<file path="config.mk">
export PLATFORM = sky130hd
export DESIGN_NAME = sreg_writer_flat
export DESIGN_NICKNAME = d
export VERILOG_FILES = /design/src/rtl/sreg_pkg.sv /design/src/rtl/sreg_writer_if.sv /design/src/rtl/sreg_wr_port.sv /design/src/rtl/sreg_writer.sv /design/src/flat_wrapper.sv
export SDC_FILE = /design/constraint.sdc
export NUM_CORES = 1
export LEC_CHECK = 0
export BUFFER_PORTS_ARGS = -buffer_cell sky130_fd_sc_hd__buf_2
export CORE_MARGIN = 8
export CORE_UTILIZATION = 54
export DETAILED_ROUTE_END_ITERATION = 8
export PLACE_DENSITY = 0.83
export SKIP_CTS_REPAIR_TIMING = 1
export SYNTH_ARGS = -nofsm -noshare
export SYNTH_HDL_FRONTEND = slang
export SYNTH_SLANG_ARGS = --single-unit
</file>
<file path="constraint.sdc">
create_clock -name clk -period 4.3 [get_ports clk]
set_input_delay 0.645 -clock clk [delete_from_list [all_inputs] [get_ports clk]]
set_output_delay 0.645 -clock clk [all_outputs]
set_load 0.02 [all_outputs]
</file>
<file path="src/rtl/sreg_pkg.sv">
// Shared definitions for the sreg register file: default geometry and the
// write-engine state encoding.
package sreg_pkg;

  localparam int unsigned SREG_ADDR_W = 4;
  localparam int unsigned SREG_DATA_W = 8;

  typedef enum logic [1:0] {
    IDLE  = 2'd0,
    BURST = 2'd1,
    CLEAR = 2'd2
  } sreg_wr_state_t;

endpackage

</file>
<file path="src/rtl/sreg_writer_if.sv">
// Command, data and RAM write-port signals of the sreg programming engine.
interface sreg_writer_if
  import sreg_pkg::*;
#(
  parameter int unsigned addr_w = SREG_ADDR_W,
  parameter int unsigned data_w = SREG_DATA_W
);

  logic              cmd_valid;
  logic              cmd_ready;
  logic              cmd_clear;
  logic [addr_w-1:0] cmd_addr;
  logic [addr_w-1:0] cmd_len;
  logic              dat_valid;
  logic              dat_ready;
  logic [data_w-1:0] dat_in;
  logic              we;
  logic [addr_w-1:0] waddr;
  logic [data_w-1:0] wdata;
  logic              busy;
  logic              done;

  modport master (
    output cmd_valid, cmd_clear, cmd_addr, cmd_len, dat_valid, dat_in,
    input  cmd_ready, dat_ready, we, waddr, wdata, busy, done
  );

  modport slave (
    input  cmd_valid, cmd_clear, cmd_addr, cmd_len, dat_valid, dat_in,
    output cmd_ready, dat_ready, we, waddr, wdata, busy, done
  );

endinterface

</file>
<file path="src/rtl/sreg_wr_port.sv">
// Output register stage for the sreg RAM write port and the done pulse.
module sreg_wr_port
  import sreg_pkg::*;
#(
  parameter int unsigned addr_w = SREG_ADDR_W,
  parameter int unsigned data_w = SREG_DATA_W
) (
  input  logic              clk,
  input  logic              rst_n,
  input  logic              wr_en,
  input  logic [addr_w-1:0] wr_addr,
  input  logic [data_w-1:0] wr_data,
  input  logic              wr_done,
  output logic              we,
  output logic [addr_w-1:0] waddr,
  output logic [data_w-1:0] wdata,
  output logic              done
);

  always_ff @(posedge clk or negedge rst_n) begin
    if (!rst_n) begin
      we    <= 1'b0;
      waddr <= '0;
      wdata <= '0;
      done  <= 1'b0;
    end else begin
      we   <= wr_en;
      done <= wr_done;
      // Address/data only move on a real write; we qualifies them.
      if (wr_en) begin
        waddr <= wr_addr;
        wdata <= wr_data;
      end
    end
  end

endmodule

</file>
<file path="src/rtl/sreg_writer.sv">
// Burst-write / clear programming engine driving the sreg RAM write port.
module sreg_writer
  import sreg_pkg::*;
#(
  parameter int unsigned addr_w = SREG_ADDR_W,
  parameter int unsigned data_w = SREG_DATA_W
) (
  input  logic         clk,
  input  logic         rst_n,
  sreg_writer_if.slave bus
);

  sreg_wr_state_t    state, state_n;
  logic [addr_w-1:0] ptr, ptr_n;
  logic [addr_w-1:0] count, count_n;

  logic              wr_en;
  logic              wr_done;
  logic [addr_w-1:0] wr_addr;
  logic [data_w-1:0] wr_data;

  logic              we_q;
  logic              done_q;
  logic [addr_w-1:0] waddr_q;
  logic [data_w-1:0] wdata_q;

  always_ff @(posedge clk or negedge rst_n) begin
    if (!rst_n) begin
      state <= IDLE;
      ptr   <= '0;
      count <= '0;
    end else begin
      state <= state_n;
      ptr   <= ptr_n;
      count <= count_n;
    end
  end

  always_comb begin
    state_n = state;
    ptr_n   = ptr;
    count_n = count;
    wr_en   = 1'b0;
    wr_done = 1'b0;
    wr_addr = ptr;
    wr_data = '0;
    case (state)
      IDLE: begin
        if (bus.cmd_valid) begin
          if (bus.cmd_clear) begin
            ptr_n   = '0;
            state_n = CLEAR;
          end else begin
            ptr_n   = bus.cmd_addr;
            count_n = bus.cmd_len;
            state_n = BURST;
          end
        end
      end
      BURST: begin
        if (bus.dat_valid) begin
          wr_en   = 1'b1;
          wr_data = bus.dat_in;
          ptr_n   = ptr + 1'b1;
          if (count == '0) begin
            wr_done = 1'b1;
            state_n = IDLE;
          end else begin
            count_n = count - 1'b1;
          end
        end
      end
      CLEAR: begin
        wr_en = 1'b1;
        ptr_n = ptr + 1'b1;
        if (ptr == '1) begin
          wr_done = 1'b1;
          state_n = IDLE;
        end
      end
      default: state_n = IDLE;
    endcase
  end

  sreg_wr_port #(
    .addr_w(addr_w),
    .data_w(data_w)
  ) u_wr_port (
    .clk     (clk),
    .rst_n   (rst_n),
    .wr_en   (wr_en),
    .wr_addr (wr_addr),
    .wr_data (wr_data),
    .wr_done (wr_done),
    .we      (we_q),
    .waddr   (waddr_q),
    .wdata   (wdata_q),
    .done    (done_q)
  );

  assign bus.cmd_ready = (state == IDLE);
  assign bus.dat_ready = (state == BURST);
  assign bus.busy      = (state != IDLE);
  assign bus.we        = we_q;
  assign bus.waddr     = waddr_q;
  assign bus.wdata     = wdata_q;
  assign bus.done      = done_q;

endmodule
</file>
<file path="src/flat_wrapper.sv">
// flat-port wrapper written by rule: the top's interface ports become plain ports
module sreg_writer_flat import sreg_pkg::*;
#(
  parameter int unsigned addr_w = SREG_ADDR_W,
  parameter int unsigned data_w = SREG_DATA_W
)
  (clk, rst_n, bus_cmd_valid, bus_cmd_clear, bus_cmd_addr, bus_cmd_len, bus_dat_valid, bus_dat_in, bus_cmd_ready, bus_dat_ready, bus_we, bus_waddr, bus_wdata, bus_busy, bus_done);
  sreg_writer_if #(.addr_w(addr_w), .data_w(data_w)) bus_i ();
  input  logic clk;
  input  logic rst_n;
  input wire logic [$bits(bus_i.cmd_valid)-1:0] bus_cmd_valid;
  input wire logic [$bits(bus_i.cmd_clear)-1:0] bus_cmd_clear;
  input wire logic [$bits(bus_i.cmd_addr)-1:0] bus_cmd_addr;
  input wire logic [$bits(bus_i.cmd_len)-1:0] bus_cmd_len;
  input wire logic [$bits(bus_i.dat_valid)-1:0] bus_dat_valid;
  input wire logic [$bits(bus_i.dat_in)-1:0] bus_dat_in;
  output wire logic [$bits(bus_i.cmd_ready)-1:0] bus_cmd_ready;
  output wire logic [$bits(bus_i.dat_ready)-1:0] bus_dat_ready;
  output wire logic [$bits(bus_i.we)-1:0] bus_we;
  output wire logic [$bits(bus_i.waddr)-1:0] bus_waddr;
  output wire logic [$bits(bus_i.wdata)-1:0] bus_wdata;
  output wire logic [$bits(bus_i.busy)-1:0] bus_busy;
  output wire logic [$bits(bus_i.done)-1:0] bus_done;
  assign bus_i.cmd_valid = bus_cmd_valid;
  assign bus_i.cmd_clear = bus_cmd_clear;
  assign bus_i.cmd_addr = bus_cmd_addr;
  assign bus_i.cmd_len = bus_cmd_len;
  assign bus_i.dat_valid = bus_dat_valid;
  assign bus_i.dat_in = bus_dat_in;
  assign bus_cmd_ready = bus_i.cmd_ready;
  assign bus_dat_ready = bus_i.dat_ready;
  assign bus_we = bus_i.we;
  assign bus_waddr = bus_i.waddr;
  assign bus_wdata = bus_i.wdata;
  assign bus_busy = bus_i.busy;
  assign bus_done = bus_i.done;
  sreg_writer #(.addr_w(addr_w), .data_w(data_w)) u_core (.clk(clk), .rst_n(rst_n), .bus(bus_i));
endmodule
</file>
# Yosys cells after proc, flatten, opt, wreduce, memory -nomap -nowiden
# Index checks and enable logic that the tools add are counted.
[totals]
ff_bits = 24
latchBits = 0
ram_bits = 0
romBits = 0
input_bits = 21
output_inout_bits = 17
word_cells = 49
memories = 0
[op_classes]
addsub = 2
multipliers = 0
div = 0
magnitude_cmp = 0
n_eq_ne = 9
n_shift = 0
mux = 23
bitwise = 0
reduce_logical = 8
[ops]
columns = ["cell", "n"]
rows = [
  ["4-bit 2-to-1 mux", 7],
  ["8-bit 2-to-1 mux", 2],
  ["4-bit case mux with 3 select lines", 1],
  ["2-bit 2-to-1 mux", 5],
  ["2-bit != test, second input constant", 4],
  ["4-bit case mux with 2 select lines", 1],
  ["2-bit case mux with 3 select lines", 1],
  ["5-bit AND reduction", 1],
  ["4-bit by 1-bit adder with 4-bit output, second input constant", 1],
  ["4-bit == test, second input constant", 1],
  ["4-bit zero test", 1],
  ["1-bit 2-to-1 mux", 4],
  ["2-bit by 1-bit != test with 1-bit output, second input constant", 2],
  ["1-bit case mux with 2 select lines", 2],
  ["4-bit AND reduction", 1],
  ["2-bit nonzero test", 2],
  ["4-bit by 1-bit subtractor with 4-bit output, second input constant", 1],
  ["3-bit AND reduction", 1],
  ["3-bit nonzero test", 1],
  ["2-bit by 1-bit == test with 1-bit output, second input constant", 1],
  ["2-bit == test, second input constant", 1],
  ["2-bit zero test", 1],
]

# Depth between registers and ports, before layout
# Gate-level depths: netlist (run 1).
[depth]
ltp_word = 4
ltp_mapped = 7

# Hierarchy
# Synthesis (run 1) repeated with hierarchy kept, for this count alone.
[unflattened]
cells_unflattened = 118
hier_area_um2 = 1327.5
[by_module_without_submodules]
columns = ["mod", "instances", "cells_each", "area_per_inst_um2", "seq_area_each_um2"]
rows = [
  ["sreg_writer", 1, 91, 793.3, 250.2],
  ["sreg_wr_port", 1, 27, 534.3, 350.3],
]

# Worst setup path before layout (run 1)
# Ideal clock, no wire load.
[synth_path]
path_kind = "register to register"
from = "register u_core.state[0]"
to = "register u_core.count[0]"
setup_ns = 0.132
arrival_ns = 1.614
required_ns = 4.168
setup_slack_ns = 2.554
path_stages_with_launch = 8
path_buffers = 1
cell_sequence = "dfrtp_1 > inv_1 > ha_1 > nor2_1 > a211o_1 > buf_6 > o21ai_0 > a221oi_2"
[synth_between]
elab_chain_cells = 3
[synth_lines]
columns = ["element", "line_no", "source"]
rows = [
  ["start: declaration", "sreg_writer.sv:13", "sreg_wr_state_t state, state_n;"],
  ["start signal: assignment", "sreg_writer.sv:33", "state <= state_n;"],
  ["2-bit zero test (*)", "-", ""],
  ["named net bus_cmd_ready", "flat_wrapper.sv:17", "output wire logic [$bits(bus_i.cmd_ready)-1:0] bus_cmd_ready;"],
  ["2-bit != test (no source line) or 2-bit nonzero test (tied branches)", "-", ""],
  ["5-bit AND reduction (no source line)", "-", ""],
  ["end signal: assignment", "sreg_writer.sv:35", "count <= count_n;"],
  ["end: declaration", "sreg_writer.sv:15", "logic [addr_w-1:0] count, count_n;"],
]
# The timed path passes the listed nets; every way through them passes the cells marked *.
# A chain may end at the register's enable or synchronous reset.

# Worst setup path in the final report (run 1)
[layout_path]
from = "register u_core.state[1]"
to = "output port bus_dat_ready"
[layout_between]
elab_chain_cells = 1
[layout_lines]
columns = ["element", "line_no", "source"]
rows = [
  ["2-bit by 1-bit == test with 1-bit output", "sreg_writer.sv:102", "assign bus.dat_ready = (state == BURST);"],
  ["end: declaration", "flat_wrapper.sv:18", "output wire logic [$bits(bus_i.dat_ready)-1:0] bus_dat_ready;"],
]
# No other way between the ends.

==> results of run 1 <==
area by class of cell:
class	count	share of cell area, %
sequential	24	41.0
multi-input combinational	77	38.9
timing repair buffer	37	12.6
inverter	10	2.56
clock buffer	4	2.48
tap	28	2.39
how the worst min path moves through the flow:
| stage | endpoint | slack (ps) | cells after the start |
|---|---|---|---|
| floorplan | u_core.count[0]$_DFFE_PN0P_ | 350 | 0 |
| global placement | u_core.u_wr_port.wdata[6]$_DFFE_PN0P_ | 480 | 1 |
| detailed placement | u_core.u_wr_port.wdata[7]$_DFFE_PN0P_ | 480 | 1 |
| CTS | u_core.u_wr_port.wdata[6]$_DFFE_PN0P_ | 310 | 1 |
| global route | u_core.u_wr_port.wdata[7]$_DFFE_PN0P_ | 310 | 1 |
| finish | u_core.u_wr_port.wdata[6]$_DFFE_PN0P_ | 280 | 1 |
critical path, stage by stage (launching register included):
cell and delay (ps):
dfrtp_1 420, inv_1 110, ha_1 540, buf_2 280
kinds of logic (layout without fill, tap and decap cells):
logic type,Yosys count,after routing,share of synthesized area [%]
compound gates,33,33,21.0
fa+ha+maj,6,6,6.05
buf+inv,15,51,5.55
flops,24,24,48.4
mux,7,7,6.05
simple gates,31,31,12.9
per-stage QoR:
step	hold slack (ps)	instance area, sq um	worst slack (ps)	std cells	util, %
2_1_floorplan	349	1240	2550	116	-
3_3_place_gp	478	1430	2340	176	65.2
3_5_place_dp	481	1430	2180	176	65.2
4_1_cts	308	1470	2020	180	66.9
5_1_grt	312	1470	1920	180	66.9
6_report	281	1470	2000	180	66.9
flip-flops by register name, indices dropped and copies added, names as in the netlist:
signal,cells
u_core.u_wr_port.wdata,8
u_core.u_wr_port.waddr,4
u_core.u_wr_port.done,1
u_core.state,2
u_core.ptr,4
u_core.count,4
u_core.u_wr_port.we,1
cells in the final DEF, fill, tap and decap left out:
master / n
a21o_1: 1
or3b_4: 1
a22o_1: 9
nor2_1: 4
clkbuf_8: 1
a22oi_2: 1
clkbuf_4: 3
a221oi_2: 2
mux2_2: 4
a211oi_4: 1
nand2b_1: 1
and3_1: 1
buf_2: 37
a22oi_1: 1
or2b_1: 1
nand3_1: 4
nor2b_1: 4
dfrtp_1: 24
a211o_1: 1
o21ai_1: 1
o21ai_0: 4
nand2_2: 1
o22ai_1: 4
inv_1: 10
and2b_1: 1
nand2_1: 9
ha_1: 6
a31oi_1: 1
a21oi_1: 6
mux2i_1: 3
a2bb2oi_1: 1
nor3_1: 3
or3_1: 1
report_power, final:
group / leakage [nW] / internal (W) / switching (W)
combinational: 0.451 / 0.000265 / 0.000383
clock: 0.0210 / 0.0000517 / 0.0000667
sequential: 0.303 / 0.000330 / 0.0000766
routing by layer:
metal,global-route usage (%),wire (um),share of wire (%),vias up
met5,0,0,0,-
met4,5.85,45,1.6,0
met3,5.23,254,8.9,6
met2,22.3,1290,45,50
met1,17.1,1250,44,472
li1,-,-,-,486
==> impl_metrics.ini, run 1 <==
[status]
status = finished clean

[drt]
wl_per_cell_um = 15.8
final_antenna_net_count = 0
vias = 1014
avgViaCountPerCell = 5.63
drtIter0Drc = 42
wl_um = 2840
route.detailed.drc = 0
drt_pass1_iterations = 5

[finish]
drive_above_1_share_pct = 33.6
fin_nets = 180
n_fill_cell = 168
n_antenna_cell = 0
multi_input_area_sq_um = 571
area.sequential_sq_um = 601
area_delta_synth_final_pct = 18.2

[floorplanning]
initial_utilization_pct = 56.6
core_sq_um = 2190
num_rows = 17
fp.dieH_um = 63.9
dieArea_sq_um = 4090
die_w_um = 63.9
ios = 38

[timing]
fin_tns_setup_ps = 0
final.period_utilization_pct = 53.5
grt_setup_unrepaired = no
skew_ps = 4.89
fmax_mhz = 435
slew_violations = 0
fin_crit_ps = 2300
slew_headroom_pct = 61.2
worstMarginPinSlew_ps = 582
hold_viol_final = 0
setup_viol = 0

[logic_synthesis]
synth_most_common_cell = dfrtp_1
synth_area_leaders = dfrtp_1 (48%), a22o_1 (6.4%), ha_1 (6.1%)
yosysTopAreaCellShare_pct = 48.4
synth_flop_cell = dfrtp_1
synth-edff-count = 0
postSynthCellCount = 116
synth_commonest_cells = dfrtp_1 (24), inv_1 (10), a22o_1 (9), nand2_1 (9)
synth_area_per_cell_sq_um = 10.7
synth_nets = 143
yosys_warnings = 0
synth_top_area_cell = dfrtp_1
syn_area_sq_um = 1240
yosysUniqueCellTypes = 32
synth_seq_area_share_pct = 48.4
synthArstFlopShare_pct = 100
ys_ff_latch = 24

[clock_tree]
cts.sinks = 24
h-tree-depth = 1
clk_latency_ps = 310
cts_root_buf = clkbuf_4
clockBufferDepth = 2
numCtsBuffers = 3
clkTransAtPathRegs_ps = 130
cts_tree = yes

[critical_path]
crit_path_max_fanout = 15
critPathLaunch = u_core.state[1]$_DFFE_PN0P_
endpoint = bus_dat_ready
worstRegToRegCells = 6
reg2reg_to = u_core.count[0]$_DFFE_PN0P_
startpoint_type = register
rr_startpoint = u_core.state[1]$_DFFE_PN0P_
required_ps = 3650
endpoint_kind = output port
cp.arrival_ps = 1650
path_class = register to output port
rrSetupSlack_ps = 2080

[pwr]
irDropWorstVdd_mv = 0.490
power_density_nw_per_um2 = 801
p_leak_nw = 0.775
power.total_w = 0.00117

[placed_design]
dpl.hpwl_um = 2110
portBuffers = 37
place_congestion = 0.766

[grt]
antenna_found_initial = 0
track_usage_pct = 14.2
grt_pass1_wl_um = 4860
grt_start_max_net_pins = 25
grt_remaining_overflow = 0
grt_pass1_vias = 1090

[job]
maxCapViolCount = 0

[worst_hold_path]
hp-class = input port to asynchronous set/reset pin
Power figures use the tool's default switching activity.
==> run 2, diff against run 1 <==
--- a/config.mk
+++ b/config.mk
@@ -7,9 +7,9 @@
 export LEC_CHECK = 0
 export BUFFER_PORTS_ARGS = -buffer_cell sky130_fd_sc_hd__buf_2
 export CORE_MARGIN = 8
-export CORE_UTILIZATION = 54
+export CORE_UTILIZATION = 45
 export DETAILED_ROUTE_END_ITERATION = 8
-export PLACE_DENSITY = 0.83
+export PLACE_DENSITY = 0.74
 export SKIP_CTS_REPAIR_TIMING = 1
 export SYNTH_ARGS = -nofsm -noshare
 export SYNTH_HDL_FRONTEND = slang
==> constraint.sdc (replaced) <==
create_clock -name clk -period 2.1 [get_ports clk]
set_input_delay 0.315 -clock clk [delete_from_list [all_inputs] [get_ports clk]]
set_output_delay 0.315 -clock clk [all_outputs]
set_load 0.02 [all_outputs]
==> run 2 against run 1 <==
Against the previous run: cell area increased by 0.51%; register-to-register slack worse by 1800 ps; worst setup slack worse by 1800 ps; largest power group unchanged; critical endpoint is now u_core.count[0]$_DFFE_PN0P_; worst hold slack got worse by 58 ps.
==> impl_metrics.ini, run 2 (same netlist as run 1, synthesis figures left out) <==
[status]
status = finished clean

[finish]
final_common_cell = buf_2
final_cell_mix = buf_2 (37), dfrtp_1 (24), inv_1 (10), nand2_1 (9), a22o_1 (9)
area_delta_synth_final_pct = 18.8
final_util_pct = 54.8
n_antenna_cell = 0
n_fill_cell = 266
drive_above_1_share_pct = 33.3
largest_reg_flops = 8
regMostFlops = u_core.u_wr_port.wdata
fin_nets = 182

[timing]
skew_ps = 7.12
slew_headroom_pct = 65.1
fmax_mhz = 541
hold_viol_final = 0
final.period_utilization_pct = 88.1
slew_violations = 0
setup_viol = 0
grt_setup_unrepaired = no
worstMarginPinSlew_ps = 523
fin_crit_ps = 1850
fin_tns_setup_ps = 0

[grt]
grt_pass1_wl_um = 4650
grt_remaining_overflow = 0
antenna_found_initial = 0
grt_pass1_vias = 1014
track_usage_pct = 12.9
grt_start_max_net_pins = 25

[floorplanning]
die_w_um = 68.5
dieArea_sq_um = 4690
core_sq_um = 2690
ios = 38
initial_utilization_pct = 46.2
num_rows = 19
fp.dieH_um = 68.5

[drt]
wl_um = 2800
final_antenna_net_count = 0
drt_pass1_iterations = 4
drtIter0Drc = 44
wl_per_cell_um = 15.2
vias = 982
avgViaCountPerCell = 5.34
route.detailed.drc = 0

[clock_tree]
numCtsBuffers = 3
clockBufferDepth = 2
cts_tree = yes
h-tree-depth = 1
clk_latency_ps = 300
cts_root_buf = clkbuf_4
clkTransAtPathRegs_ps = 130
cts.sinks = 24

[pwr]
power_density_nw_per_um2 = 1590
p_leak_nw = 0.777
irDropWorstVdd_mv = 0.942

[critical_path]
worstRegToRegCells = 6
path_delay_family = compound AO/OA/AOI/OAI gates
crit_path_max_fanout = 10
critPathSlowestCell = dfrtp_1
cp.arrival_ps = 2080
worst_path_largest_cell_delay_ps = 430
crit_chain = inv_1 > ha_1 > and2b_1 > a211o_1 > o21ai_0 > a221oi_2
timing.critical_path.buf_inv = 1
path_class = register to register
rr_startpoint = u_core.state[1]$_DFFE_PN0P_
reg2reg_to = u_core.count[0]$_DFFE_PN0P_
rrSetupSlack_ps = 250
required_ps = 2330
endpoint_kind = register
startpoint_type = register

[placed_design]
dpl.hpwl_um = 2180
portBuffers = 37
place_congestion = 0.841

[worst_hold_path]
worst_hold_path.endpoint = u_core.u_wr_port.wdata[3]$_DFFE_PN0P_
whs_path_depth = 2
hp-start = bus_dat_in[3]
hp-class = input port to register

[job]
maxCapViolCount = 0
==> run 2: cell types whose count changed in the layout (fill, tap and decap cells not counted), sizes merged <==
cell,before,now
buf,37,38
clkbuf,4,3
dlygate4sd3,0,1
==> run 2: power by group <==
group          internal (W)  leakage, nW  switching, W
Combinational      0.000552        0.460      0.000765
Clock             0.0000669       0.0138      0.000128
Sequential         0.000677        0.303      0.000153
==> run 2: per-layer routing <==
metal  global-route usage, %  vias up  wire [um]
li1                        -      490          -
met1                    14.8      470       1190
met2                    22.2       20       1450
met3                    3.23        2        138
met4                    5.37        0         21
met5                       0        -          0
==> run 2: worst max path at each step <==
stage / end / start / cells after the start
after detailed placement: u_core.count[0]$_DFFE_PN0P_ / u_core.state[1]$_DFFE_PN0P_ / 6
after CTS: bus_dat_ready / u_core.state[1]$_DFFE_PN0P_ / 4
final: u_core.count[0]$_DFFE_PN0P_ / u_core.state[1]$_DFFE_PN0P_ / 6
after global routing: u_core.count[0]$_DFFE_PN0P_ / u_core.state[1]$_DFFE_PN0P_ / 6
after floorplan: u_core.count[0]$_DFFE_PN0P_ / u_core.state[0]$_DFFE_PN0P_ / 7
after global placement: u_core.count[0]$_DFFE_PN0P_ / u_core.state[0]$_DFFE_PN0P_ / 6
==> run 2: cell type report <==
class / instances / area, sq um / share of cell area (%)
flip-flops and latches: 24 / 601 / 40.8
multi-input cells: 77 / 571 / 38.7
well taps: 31 / 38.8 / 2.63
inverters: 10 / 37.5 / 2.55
repair buffers: 39 / 203 / 13.8
clock buffers: 3 / 22.5 / 1.53
==> run 2: metrics by stage <==
| stage | instances | instance area (sq um) | hold WS [ps] | total power [W] | setup slack [ps] |
|---|---|---|---|---|---|
| 2_1_floorplan | 116 | 1240 | 19.4 | 0.00184 | 354 |
| 3_3_place_gp | 180 | 1440 | 317 | 0.00211 | 380 |
| 3_5_place_dp | 180 | 1440 | 329 | 0.00216 | 302 |
| 4_1_cts | 183 | 1460 | -25.5 | 0.00236 | 243 |
| 5_1_grt | 184 | 1470 | 207 | 0.00253 | 71.2 |
| 6_report | 184 | 1470 | 223 | 0.00234 | 250 |
==> run 3, diff against run 2 <==
--- a/config.mk
+++ b/config.mk
@@ -5,12 +5,14 @@
 export SDC_FILE = /design/constraint.sdc
 export NUM_CORES = 1
 export LEC_CHECK = 0
+export ABC_AREA = 1
 export BUFFER_PORTS_ARGS = -buffer_cell sky130_fd_sc_hd__buf_2
 export CORE_MARGIN = 8
-export CORE_UTILIZATION = 45
+export CORE_UTILIZATION = 46
 export DETAILED_ROUTE_END_ITERATION = 8
 export PLACE_DENSITY = 0.74
 export SKIP_CTS_REPAIR_TIMING = 1
 export SYNTH_ARGS = -nofsm -noshare
 export SYNTH_HDL_FRONTEND = slang
+export SYNTH_HIERARCHICAL = 1
 export SYNTH_SLANG_ARGS = --single-unit
==> run 3 against run 2 <==
Against the previous run: sequential cell count unchanged; combinational power decreased by 4%; die area increased by 7.1%; clock skew increased by 2.3 ps; utilization increased by 0.81 points; wire length increased by 3.6%; largest cell class is now multi-input gates.
==> impl_metrics.ini, run 3 <==
[logic_synthesis]
synth-compound-area-share_pct = 5.96
synth-edff-count = 0
synthSimpleGateAreaFrac_pct = 34.7
yosysUniqueCellTypes = 24
synth_flop_cell = dfrtp_1
synth_area_leaders = dfrtp_1 (43%), nand2_1 (21%), inv_1 (6.2%)
syn_area_sq_um = 1390
synth_seq_area_share_pct = 43.4
postSynthCellCount = 184
synthXorXnorAreaFrac_pct = 0.632
ys_ff_latch = 24
yosys_warnings = 6
muxShareOfSynthArea_pct = 0
synth_top_area_cell = dfrtp_1
synth_nets = 211
synth_commonest_cells = nand2_1 (76), dfrtp_1 (24), inv_1 (23), nor2_1 (15), ha_1 (6)
synth_most_common_cell = nand2_1
synthArstFlopShare_pct = 100
synth_area_per_cell_sq_um = 7.53
yosys.area_share.adder_pct = 5.42
yosysTopAreaCellShare_pct = 43.4
synth_top_family_by_area = simple AND/OR/NAND/NOR gates

[floorplanning]
die_w_um = 70.9
dieArea_sq_um = 5020
num_rows = 20
initial_utilization_pct = 46.9
ios = 38
core_sq_um = 2950
fp.dieH_um = 70.9

[finish]
drive_above_1_share_pct = 27.1
largest_reg_flops = 8
area_delta_synth_final_pct = 18.6
final_cell_mix = nand2_1 (76), buf_2 (37), dfrtp_1 (24), inv_1 (23), nor2_1 (15)
multi_input_area_sq_um = 647
fin_nets = 253
regMostFlops = u_core/u_wr_port/wdata
n_fill_cell = 300
final_common_cell = nand2_1
area.sequential_sq_um = 601
n_antenna_cell = 0

[grt]
antenna_found_initial = 0
track_usage_pct = 11.7
grt_pass1_wl_um = 4960
grt_start_max_net_pins = 25
grt_remaining_overflow = 0
grt_pass1_vias = 1209

[timing]
final.period_utilization_pct = 83.7
slew_headroom_pct = 63.8
skew_ps = 9.39
hold_viol_final = 0
worstMarginPinSlew_ps = 543
fmax_mhz = 569
slew_violations = 0
setup_viol = 0
fin_crit_ps = 1760
hold_slack_ps = 286
grt_setup_unrepaired = no
fin_tns_setup_ps = 0

[drt]
avgViaCountPerCell = 4.56
wl_um = 2910
route.detailed.drc = 0
wl_per_cell_um = 11.3
vias = 1177
drtIter0Drc = 67
final_antenna_net_count = 0
drt_pass1_iterations = 4

[pwr]
p_leak_nw = 1.00
power.total_w = 0.00229
irDropWorstVdd_mv = 0.424
power_density_nw_per_um2 = 1390

[critical_path]
path_class = register to register
startpoint_type = register
rrSetupSlack_ps = 340
required_ps = 2310
endpoint_kind = register
worstRegToRegCells = 7
rr_startpoint = u_core/state[1]$_DFFE_PN0P_
crit_path_max_fanout = 12
reg2reg_to = u_core/u_wr_port/wdata[5]$_DFFE_PN0P_
cp.arrival_ps = 1970

[clock_tree]
h-tree-depth = 1
cts_tree = yes
clockBufferDepth = 2
clkTransAtPathRegs_ps = 130
numCtsBuffers = 3
cts_root_buf = clkbuf_4
clk_latency_ps = 310
cts.sinks = 24

[placed_design]
dpl.hpwl_um = 2240
place_congestion = 0.837
portBuffers = 37

[status]
status = finished clean

[worst_hold_path]
hp-start = bus_dat_in[3]
worst_hold_path.endpoint = u_core/u_wr_port/wdata[3]$_DFFE_PN0P_
whs_path_depth = 5
hp-class = input port to register

[job]
maxCapViolCount = 0
## run 3: cell count changes in the layout (fill, tap and decap cells not counted), moves of 3 or more
cell     before  now
a21oi_1       6    1
a22o_1        9    0
inv_1        10   23
inv_2         0    4
mux2_2        4    0
mux2i_1       3    0
nand2_1       9   76
nand2_2       1    4
nand2_4       0    3
nor2_1        4   15
nor2b_1       4    0
nor3_1        3    0
o21ai_1       1    4
o22ai_1       4    1
## run 3: routing by layer
metal | vias to the layer above | routed length, um | track usage (%)
li1 | 639 | - | -
met1 | 511 | 1350 | 13.2
met2 | 25 | 1350 | 20.3
met3 | 2 | 171 | 3.67
met4 | 0 | 27 | 4.16
met5 | - | 0 | 0
## run 3: area by class of cell
type,count,area share (%)
Clock buffer,4,2.21
Inverter,28,6.55
Multi-Input combinational cell,129,39.4
Sequential cell,24,36.6
Tap cell,33,2.51
Timing Repair Buffer,40,12.8
## run 3: logic make-up after synthesis
kind of cell	after synthesis
flip-flops	24
AO/OA/AOI/OAI	14
XOR/XNOR	1
AND/OR/NAND/NOR	108
adder cells (fa/ha/maj)	6
buffers and inverters	31
## run 3: per-stage QoR
step | util (%) | setup slack (ps) | instances | area [sq um]
2_1_floorplan | - | 356 | 184 | 1390
3_3_place_gp | 54.1 | 446 | 253 | 1600
3_5_place_dp | 54.1 | 356 | 253 | 1600
4_1_cts | 55.3 | 333 | 257 | 1630
5_1_grt | 55.6 | 148 | 258 | 1640
6_report | 55.6 | 342 | 258 | 1640
## run 3: worst max path at each step
stage / endpoint / startpoint / slack (ps)
finish: u_core/u_wr_port/wdata[5]$_DFFE_PN0P_ / u_core/state[1]$_DFFE_PN0P_ / 340
CTS: u_core/u_wr_port/waddr[1]$_DFFE_PN0P_ / u_core/state[1]$_DFFE_PN0P_ / 330
floorplan: u_core/u_wr_port/waddr[0]$_DFFE_PN0P_ / u_core/state[1]$_DFFE_PN0P_ / 360
detailed placement: u_core/u_wr_port/wdata[5]$_DFFE_PN0P_ / u_core/state[1]$_DFFE_PN0P_ / 360
global placement: u_core/u_wr_port/waddr[1]$_DFFE_PN0P_ / u_core/state[0]$_DFFE_PN0P_ / 450
global route: u_core/u_wr_port/wdata[5]$_DFFE_PN0P_ / u_core/state[1]$_DFFE_PN0P_ / 150
## run 3: power breakdown
part | switching [W] | total (W) | internal, W
Combinational | 0.000820 | 0.00127 | 0.000446
Sequential | 0.000134 | 0.000784 | 0.000650
Clock | 0.000135 | 0.000241 | 0.000106
## run 3: worst max-delay path, cell delays in order, from the launching register on
cell     delay, ps
dfrtp_1        430
inv_1           80
ha_1           330
inv_1          100
a21oi_1        370
inv_2          200
nand2_1        100
nand2_1         50
